File: config.mk
export PLATFORM = sky130hd
export DESIGN_NAME = mod_pipe_flat
export DESIGN_NICKNAME = d
export VERILOG_FILES = /design/src/rtl/mod_pipe_if.sv /design/src/rtl/mod_pipe.sv /design/src/flat_wrapper.sv
export SDC_FILE = /design/constraint.sdc
export NUM_CORES = 1
export LEC_CHECK = 0
export BUFFER_PORTS_ARGS = -buffer_cell sky130_fd_sc_hd__buf_4
export CORE_MARGIN = 5
export CORE_UTILIZATION = 61
export CTS_CLUSTER_DIAMETER = 30
export DETAILED_ROUTE_END_ITERATION = 7
export GPL_TIMING_DRIVEN = 0
export PLACE_DENSITY = 0.79
export SYNTH_ARGS = -nofsm -noshare
export SYNTH_HDL_FRONTEND = slang
export SYNTH_SLANG_ARGS = --single-unit
export TNS_END_PERCENT = 20
File: constraint.sdc
create_clock -name i_clk -period 3.9 [get_ports i_clk]
set_input_delay 0.585 -clock i_clk [delete_from_list [all_inputs] [get_ports i_clk]]
set_output_delay 0.585 -clock i_clk [all_outputs]
set_load 0.03 [all_outputs]
File: src/rtl/mod_pipe_if.sv
// Streaming interface of the constant-divisor modulo/quotient pipeline.
//
// Handshake: an input sample transfers on a rising edge where
// i_valid && o_ready; an output sample transfers on a rising edge where
// o_valid && i_ready. A producer holds i_valid and its data until the
// transfer. The block holds o_valid and its data until the transfer.
// o_ready is a combinational function of i_ready.
interface mod_pipe_if #(
   parameter int DIVIDEND_W = 16,
   parameter int DIVIDER    = 12,
   parameter int TAG_W      = 8
);
   localparam int RES_W = $clog2(DIVIDER);

   logic                  i_valid;
   logic                  o_ready;
   logic [DIVIDEND_W-1:0] i_dividend;
   logic [TAG_W-1:0]      i_tag;
   logic                  o_valid;
   logic                  i_ready;
   logic [DIVIDEND_W-1:0] o_quotient;
   logic [RES_W-1:0]      o_result;
   logic [TAG_W-1:0]      o_tag;

   // Block side: consumes samples, produces results.
   modport slave (
      input  i_valid, i_dividend, i_tag, i_ready,
      output o_ready, o_valid, o_quotient, o_result, o_tag
   );

   // Environment side: produces samples, consumes results.
   modport master (
      output i_valid, i_dividend, i_tag, i_ready,
      input  o_ready, o_valid, o_quotient, o_result, o_tag
   );
endinterface

File: src/rtl/mod_pipe.sv
// Pipelined Q = floor(X / D), R = X mod D for a compile-time divisor D.
// S1 multiplies X by a ceiling reciprocal to estimate Q. S2 back-multiplies
// to form a signed remainder estimate. S3 applies the single correction.
// With FRAC >= DIVIDEND_W the estimate is Q or Q+1, so S3 only ever has to
// step down once, and only when the remainder estimate is negative.
// FRAC must be at least DIVIDEND_W; smaller values break exactness.
module mod_pipe #(
   parameter int DIVIDEND_W = 16,
   parameter int DIVIDER    = 12,
   parameter int FRAC       = DIVIDEND_W + 4,
   parameter int TAG_W      = 8
) (
   input logic       i_clk,
   input logic       i_rst,
   mod_pipe_if.slave bus
);
   localparam int RES_W = $clog2(DIVIDER);
   localparam int PW    = DIVIDEND_W + FRAC + 1;

   // RECIP = ceil(2^FRAC / D), evaluated at elaboration in FRAC+2 bits.
   localparam logic [FRAC+1:0] POW2    = {2'b01, {FRAC{1'b0}}};
   localparam logic [FRAC+1:0] D_F     = (FRAC+2)'(DIVIDER);
   localparam logic [FRAC+1:0] RECIP_F = (POW2 + D_F - (FRAC+2)'(1)) / D_F;
   localparam logic [FRAC:0]   RECIP   = (FRAC+1)'(RECIP_F);
   localparam logic [DIVIDEND_W:0] D_R = (DIVIDEND_W+1)'(DIVIDER);

   // Global enable: every stage moves together unless the output is
   // blocked. This makes o_ready combinational on i_ready.
   logic en;

   logic                  s1_valid;
   logic [DIVIDEND_W-1:0] s1_x;
   logic [TAG_W-1:0]      s1_tag;
   logic [DIVIDEND_W-1:0] s1_q;

   logic                  s2_valid;
   logic [TAG_W-1:0]      s2_tag;
   logic [DIVIDEND_W-1:0] s2_q;
   logic [DIVIDEND_W:0]   s2_r;

   logic                  s3_valid;
   logic [DIVIDEND_W-1:0] s3_q;
   logic [RES_W-1:0]      s3_r;
   logic [TAG_W-1:0]      s3_tag;

   logic [PW-1:0]         s1_p;
   logic [DIVIDEND_W-1:0] s1_q_in;
   logic [DIVIDEND_W:0]   s2_bd;
   logic [DIVIDEND_W:0]   s2_r_in;
   logic                  s3_neg;
   logic [DIVIDEND_W:0]   s3_r_fix;
   logic [DIVIDEND_W-1:0] s3_q_in;
   logic [RES_W-1:0]      s3_r_in;

   assign en          = !s3_valid || bus.i_ready;
   assign bus.o_ready = en;

   // Quotient estimate: the product never exceeds DIVIDEND_W bits after the
   // shift because the reciprocal overshoot is below 2^-FRAC per unit of X.
   assign s1_p    = PW'(bus.i_dividend) * PW'(RECIP);
   assign s1_q_in = DIVIDEND_W'(s1_p >> FRAC);

   // Remainder estimate lies in (-D, D); one extra bit carries the sign.
   assign s2_bd   = {1'b0, s1_q} * D_R;
   assign s2_r_in = {1'b0, s1_x} - s2_bd;

   // Correction: a negative estimate means q_est was Q+1.
   assign s3_neg   = s2_r[DIVIDEND_W];
   assign s3_r_fix = s2_r + D_R;
   assign s3_q_in  = s3_neg ? (s2_q - DIVIDEND_W'(1)) : s2_q;
   assign s3_r_in  = s3_neg ? RES_W'(s3_r_fix) : RES_W'(s2_r);

   // S1: capture the sample and its quotient estimate.
   always_ff @(posedge i_clk or posedge i_rst) begin
      if (i_rst) begin
         s1_valid <= 1'b0;
         s1_x     <= '0;
         s1_tag   <= '0;
         s1_q     <= '0;
      end else if (en) begin
         s1_valid <= bus.i_valid;
         s1_x     <= bus.i_dividend;
         s1_tag   <= bus.i_tag;
         s1_q     <= s1_q_in;
      end
   end

   // S2: register the signed remainder estimate alongside q_est.
   always_ff @(posedge i_clk or posedge i_rst) begin
      if (i_rst) begin
         s2_valid <= 1'b0;
         s2_tag   <= '0;
         s2_q     <= '0;
         s2_r     <= '0;
      end else if (en) begin
         s2_valid <= s1_valid;
         s2_tag   <= s1_tag;
         s2_q     <= s1_q;
         s2_r     <= s2_r_in;
      end
   end

   // S3: corrected result, held on the outputs while downstream stalls.
   always_ff @(posedge i_clk or posedge i_rst) begin
      if (i_rst) begin
         s3_valid <= 1'b0;
         s3_q     <= '0;
         s3_r     <= '0;
         s3_tag   <= '0;
      end else if (en) begin
         s3_valid <= s2_valid;
         s3_q     <= s3_q_in;
         s3_r     <= s3_r_in;
         s3_tag   <= s2_tag;
      end
   end

   assign bus.o_valid    = s3_valid;
   assign bus.o_quotient = s3_q;
   assign bus.o_result   = s3_r;
   assign bus.o_tag      = s3_tag;
endmodule

File: src/flat_wrapper.sv
// flat-port wrapper written by rule: the top's interface ports become plain ports
module mod_pipe_flat 
#(
   parameter int DIVIDEND_W = 16,
   parameter int DIVIDER    = 12,
   parameter int FRAC       = DIVIDEND_W + 4,
   parameter int TAG_W      = 8
)
  (i_clk, i_rst, bus_i_valid, bus_i_dividend, bus_i_tag, bus_i_ready, bus_o_ready, bus_o_valid, bus_o_quotient, bus_o_result, bus_o_tag);
  mod_pipe_if #(.DIVIDEND_W(DIVIDEND_W), .DIVIDER(DIVIDER), .TAG_W(TAG_W)) bus_i ();
  input logic i_clk;
  input logic i_rst;
  input wire logic [$bits(bus_i.i_valid)-1:0] bus_i_valid;
  input wire logic [$bits(bus_i.i_dividend)-1:0] bus_i_dividend;
  input wire logic [$bits(bus_i.i_tag)-1:0] bus_i_tag;
  input wire logic [$bits(bus_i.i_ready)-1:0] bus_i_ready;
  output wire logic [$bits(bus_i.o_ready)-1:0] bus_o_ready;
  output wire logic [$bits(bus_i.o_valid)-1:0] bus_o_valid;
  output wire logic [$bits(bus_i.o_quotient)-1:0] bus_o_quotient;
  output wire logic [$bits(bus_i.o_result)-1:0] bus_o_result;
  output wire logic [$bits(bus_i.o_tag)-1:0] bus_o_tag;
  assign bus_i.i_valid = bus_i_valid;
  assign bus_i.i_dividend = bus_i_dividend;
  assign bus_i.i_tag = bus_i_tag;
  assign bus_i.i_ready = bus_i_ready;
  assign bus_o_ready = bus_i.o_ready;
  assign bus_o_valid = bus_i.o_valid;
  assign bus_o_quotient = bus_i.o_quotient;
  assign bus_o_result = bus_i.o_result;
  assign bus_o_tag = bus_i.o_tag;
  mod_pipe #(.DIVIDEND_W(DIVIDEND_W), .DIVIDER(DIVIDER), .FRAC(FRAC), .TAG_W(TAG_W)) u_core (.i_clk(i_clk), .i_rst(i_rst), .bus(bus_i));
endmodule
# Word level (Yosys, flattened, before mapping)
# Index checks and enable logic that the tools add are counted.
# word_totals
ff_bits	106
out_inout_bits	30
# classes
add_sub_neg	3
multipliers	2
n_mux	2
reduce_logical	2
# ops
cell	count
multiplier 16 x 16 -> 32 bit (second input constant)	1
subtractor 16 x 17 -> 17 bit	1
two-way mux 16 bit	1
multiplier 13 x 2 -> 15 bit (second input constant)	1
subtractor 13 x 1 -> 14 bit (second input constant)	1
adder 4 bit (second input constant)	1
two-way mux 4 bit	1
logical NOT 1 bit	1
logical OR 1 bit	1

# Depth between registers and ports, before layout
# depth
ltp_word	2
mapped_depth	19
mapped_depth_nobuf	19

# Worst setup path before layout
# Ideal clock, no wire load.
# synth_timing
path_kind	in2reg
from	in bus_i_dividend[1]
to	reg u_core.s1_q[11]
arrival_time_ns	5.123
path_slack_ns	-1.312
stages	19
path_buffers	0
cell_sequence	ha_1 xor2_1 ha_1 inv_1 fa_1 inv_1 fa_1 fa_1 inv_1 fa_1 inv_1 ha_1 nand3_1 nor2b_1 nand2b_1 o211ai_1 nand3b_1 a211o_1 o2111ai_1
# synth_between
elab_chain_len	1
# synth_rtl
item	line_no	source
from (decl)	flat_wrapper.sv:14	input wire logic [$bits(bus_i.i_dividend)-1:0] bus_i_dividend;
multiplier 16 x 16 -> 32 bit	mod_pipe.sv:60	assign s1_p = PW'(bus.i_dividend) * PW'(RECIP);
to (signal assigned)	mod_pipe.sv:84	s1_q <= s1_q_in;
to (decl)	mod_pipe.sv:34	logic [DIVIDEND_W-1:0] s1_q;
# Every way passes these cells.
# A chain may end at the register's enable or synchronous reset.

# Final worst setup path
# layout_timing
from	in bus_i_dividend[4]
to	reg u_core.s1_q[12]
# Same word-level chain as after synthesis.

==> run summary <==
The run finished, with violations left. The final reports fail on setup timing. The largest fanout on the critical path was 4.

Counting cells, the worst reg-to-reg path comes to 16. The post-synthesis async set-or-reset flop share is 100.0%. In the finished design, the share of the clock period the worst path needs comes to 125.2%.

Synthesis produced a netlist whose cell count is 1,014. The setup slack of the critical path after layout is -0.9812 ns. The min-delay analysis places its worst path in the category primary input to async pin. The root buffer cell chosen for the clock tree is clkbuf_16.

For the DRC violations left, the log shows 0. CTS saw 92 sinks. The antenna violation net count after detailed routing was 0.

Destination of the worst register-to-register timing path: u_core.s2_r[16]. 0 antenna diodes ended up in the layout. The time the final worst path needs with I/O delays and setup is 4.881 ns, and the number of enable-type register cells in the synthesized netlist is 0. The multi-input combinational cells in the finished layout cover a total of 6745 um^2. The clock latency on the worst-skew pair came out at 0.34 ns.

The routed via count divided by cell count is 5.496. For this configuration, the core starts out at a cell density of 61.29%. Setup repair after global routing could not meet its margin everywhere. The path type of the worst setup path is primary input to flip-flop. Timing would allow up to 204.9 MHz. After clock tree synthesis, the clock-pin slew on the worst setup and hold paths is 0.07 ns.

The netlist uses 59 different library cells. A synthesized cell averages 9.087 um^2. The share of synthesized area in the top cell type comes to 24.99%. Launch point of the worst reg-to-reg path: u_core.s1_q[1]. In this run the worst setup path terminates at u_core.s1_q[12].

In this run the register-to-register setup slack is -0.03 ns. The CTS buffer count came out at 9. For this run, the post-layout net count is 1,364.

OpenSTA, run right after detailed placement, puts the worst setup slack at -1.694 ns. Counting along the longest clock path gives a buffer depth of 2. The total grt overflow is 0. The first detailed-routing pass ran for 5 iterations.

Entering global routing, the biggest net connects 77 pins. The instance area after placement came out at 10,260 um^2. The overall routing resource usage is 25.04%, and the detailed router's first-iteration violation count is 349.

By count the netlist is led by 200 x nand2_1, 179 x inv_1, 157 x ha_1, 92 x dfrtp_1, 79 x fa_1. In this run the number of H-tree levels came out at 3. The run gives 0 as the count of final max-slew check failures. Number of warnings printed during yosys synthesis: 0. The proportion of layout cells with a drive suffix above 1 is 16.39%, and the wire length per cell is 16.67 um. dfrtp_1 takes more of the synthesized area than any other cell. The tools report the worst setup path startpoint as bus_i_dividend[4].

The synthesized design contains 92 register bits. The height of the chip was 132.9 um; the synthesis-to-finish area growth was 19.61%. The number of core rows came out at 45. The slew of the pin with the lowest slew margin was 0.6734 ns; the die boundary width was 132.9 um. Number of global-route vias before repair: 7,227. STA classifies the critical path endpoint as a flip-flop. The tools report the final routed wirelength across all metal layers as 21,540 um. The total area inside the core boundary comes to 15,030 um^2. Hold is met by 0.1740 ns. Sorting the synthesized cells by area gives the leading types as dfrtp_1 25%, ha_1 21%, fa_1 17%. The relative slew slack came out at 55.10%. The logs give 2302 um^2 for the area taken by flip-flops and latches and 58 for the number of placed I/O pins. The data arrival time at the worst-slack endpoint is 5.13 ns, and the initial antenna violation count is 0. TritonCTS built the clock tree.

Max-cap violations in this run came to 0. The logs give 14 for the final setup violation count and 35,200 um for the first-pass GRT wire length. Counting the fill cells in the layout gives 1,076. Detailed placement finished with a half-perimeter wire length of 17,340 um.

In the synthesized netlist the dominant register cell turns out to be dfrtp_1. The run gives 0 as the hold violation count in the final report. Among all cell types in the netlist, the one instantiated most often is nand2_1. The critical path required time was 4.14 ns.

The routed layout has 7,101 vias. The number of port buffers works out to 57. The combined area of all synthesized cells came out at 9214 um^2. The worst setup path is launched from a primary input. The number of nets in the synthesized netlist is 1,278. The run gives 0.9272 as the final weighted congestion in routability-driven placement. Of the synthesized area, sequential elements account for 24.99%. The logs give 0.007704 ns for the worst clock skew on the final layout and 17,660 um^2 for the full die area. After routing the design area is 11,020 um^2.
[worst min path at each step]
stage / slack, ns / depth (start not counted) / from / to
5_1_grt: 0.19 / 2 / i_rst / u_core.bus.o_tag[4]
2_1_floorplan: 0.43 / 2 / u_core.s2_valid / u_core.s2_valid
3_3_place_gp: 0.45 / 2 / u_core.s2_valid / u_core.s2_valid
4_1_cts: 0.18 / 2 / i_rst / u_core.bus.o_tag[4]
3_5_place_dp: 0.45 / 1 / u_core.s2_valid / u_core.bus.o_valid
6_report: 0.17 / 2 / i_rst / u_core.bus.o_tag[4]
[flip-flops by register name, summed over array words and instances, names as in the netlist]
| signal | cells |
|---|---|
| u_core.s1_tag | 8 |
| u_core.bus.o_tag | 8 |
| u_core.s1_valid | 1 |
| u_core.bus.o_result | 4 |
| u_core.s2_q | 13 |
| u_core.s2_tag | 8 |
| u_core.s1_q | 13 |
| u_core.bus.o_quotient | 14 |
| u_core.s1_x | 16 |
| u_core.s2_valid | 1 |
| u_core.s2_r | 5 |
| u_core.bus.o_valid | 1 |
[layout by cell type, fill, tap and decap left out, drive strengths merged, types with 3 or more instances in the layout]
cell type and instances:
o21ai 52, and2 6, and3 9, a211oi 6, a21o 19, clkinv 3
a31oi 5, or4 3, xor2 22, ha 157, buf 82, nor2 26
nand2 200, a21oi 36, dfrtp 92, inv 182, nand2b 6, nand3 13
nand4 4, o211ai 4, xnor2 19, fa 79, o41ai 4, o21bai 4
clkbuf 26, nor3 8, nor2b 5
[kinds of logic (layout without fill, tap and decap cells)]
family | Yosys count | after routing | share of synthesized area [%]
compound gates | 150 | 150 | 10.35
xor+xnor | 41 | 41 | 3.897
fa+ha+maj | 236 | 236 | 38.48
buf+inv | 206 | 296 | 8.596
flops | 92 | 92 | 24.99
simple gates | 289 | 289 | 13.69
[stage by stage]
stage	TNS, ns	utilization (%)	cells
finish	-11.45	73.31	1292
CTS	-10.82	72.68	1290
detailed placement	-19.57	68.24	1260
global route	-13.71	73.31	1292
global placement	-20.15	68.04	1259
floorplan	-10.10	-	1014
[layer usage]
metal | up-vias | track usage (%) | routed length, um
li1 | 3453 | - | -
met1 | 3412 | 30.83 | 8737
met2 | 175 | 44.05 | 10970
met3 | 61 | 3.460 | 948
met4 | 0 | 10.68 | 878
met5 | - | 0 | 0
[final cells by class]
class / count / share of cell area (%)
multi-input combinational: 716 / 61.21
sequential: 92 / 20.89
inverter: 182 / 6.256
timing repair buffer: 75 / 5.847
tap: 188 / 2.134
clock buffer: 9 / 2.044
buffer: 24 / 0.9537
clock inverter: 6 / 0.6698
[repair_timing]
item | CTS | global route
pin swaps | 36 | 21
endpoints found under the setup margin | 14 | 14
hold buffers | 0 | 0
buffers inserted | 15 | 2
resized for setup | 47 | 14
[critical path: stages]
cell      delay [ns]
buf_12          0.11
ha_4            0.25
xor2_2          0.15
ha_1            0.30
inv_2           0.05
fa_1            0.51
inv_1           0.05
fa_1            0.44
fa_1            0.50
inv_1           0.05
fa_1            0.53
inv_2           0.06
ha_4            0.30
nand3_4         0.10
nor2b_4         0.14
o211ai_1        0.18
nor3_2          0.34
o21ai_1         0.11
and3_1          0.19
o31ai_2         0.18
Power is not shown: default switching activity piles up to over one toggle a cycle in this logic, so the estimate is an artifact.
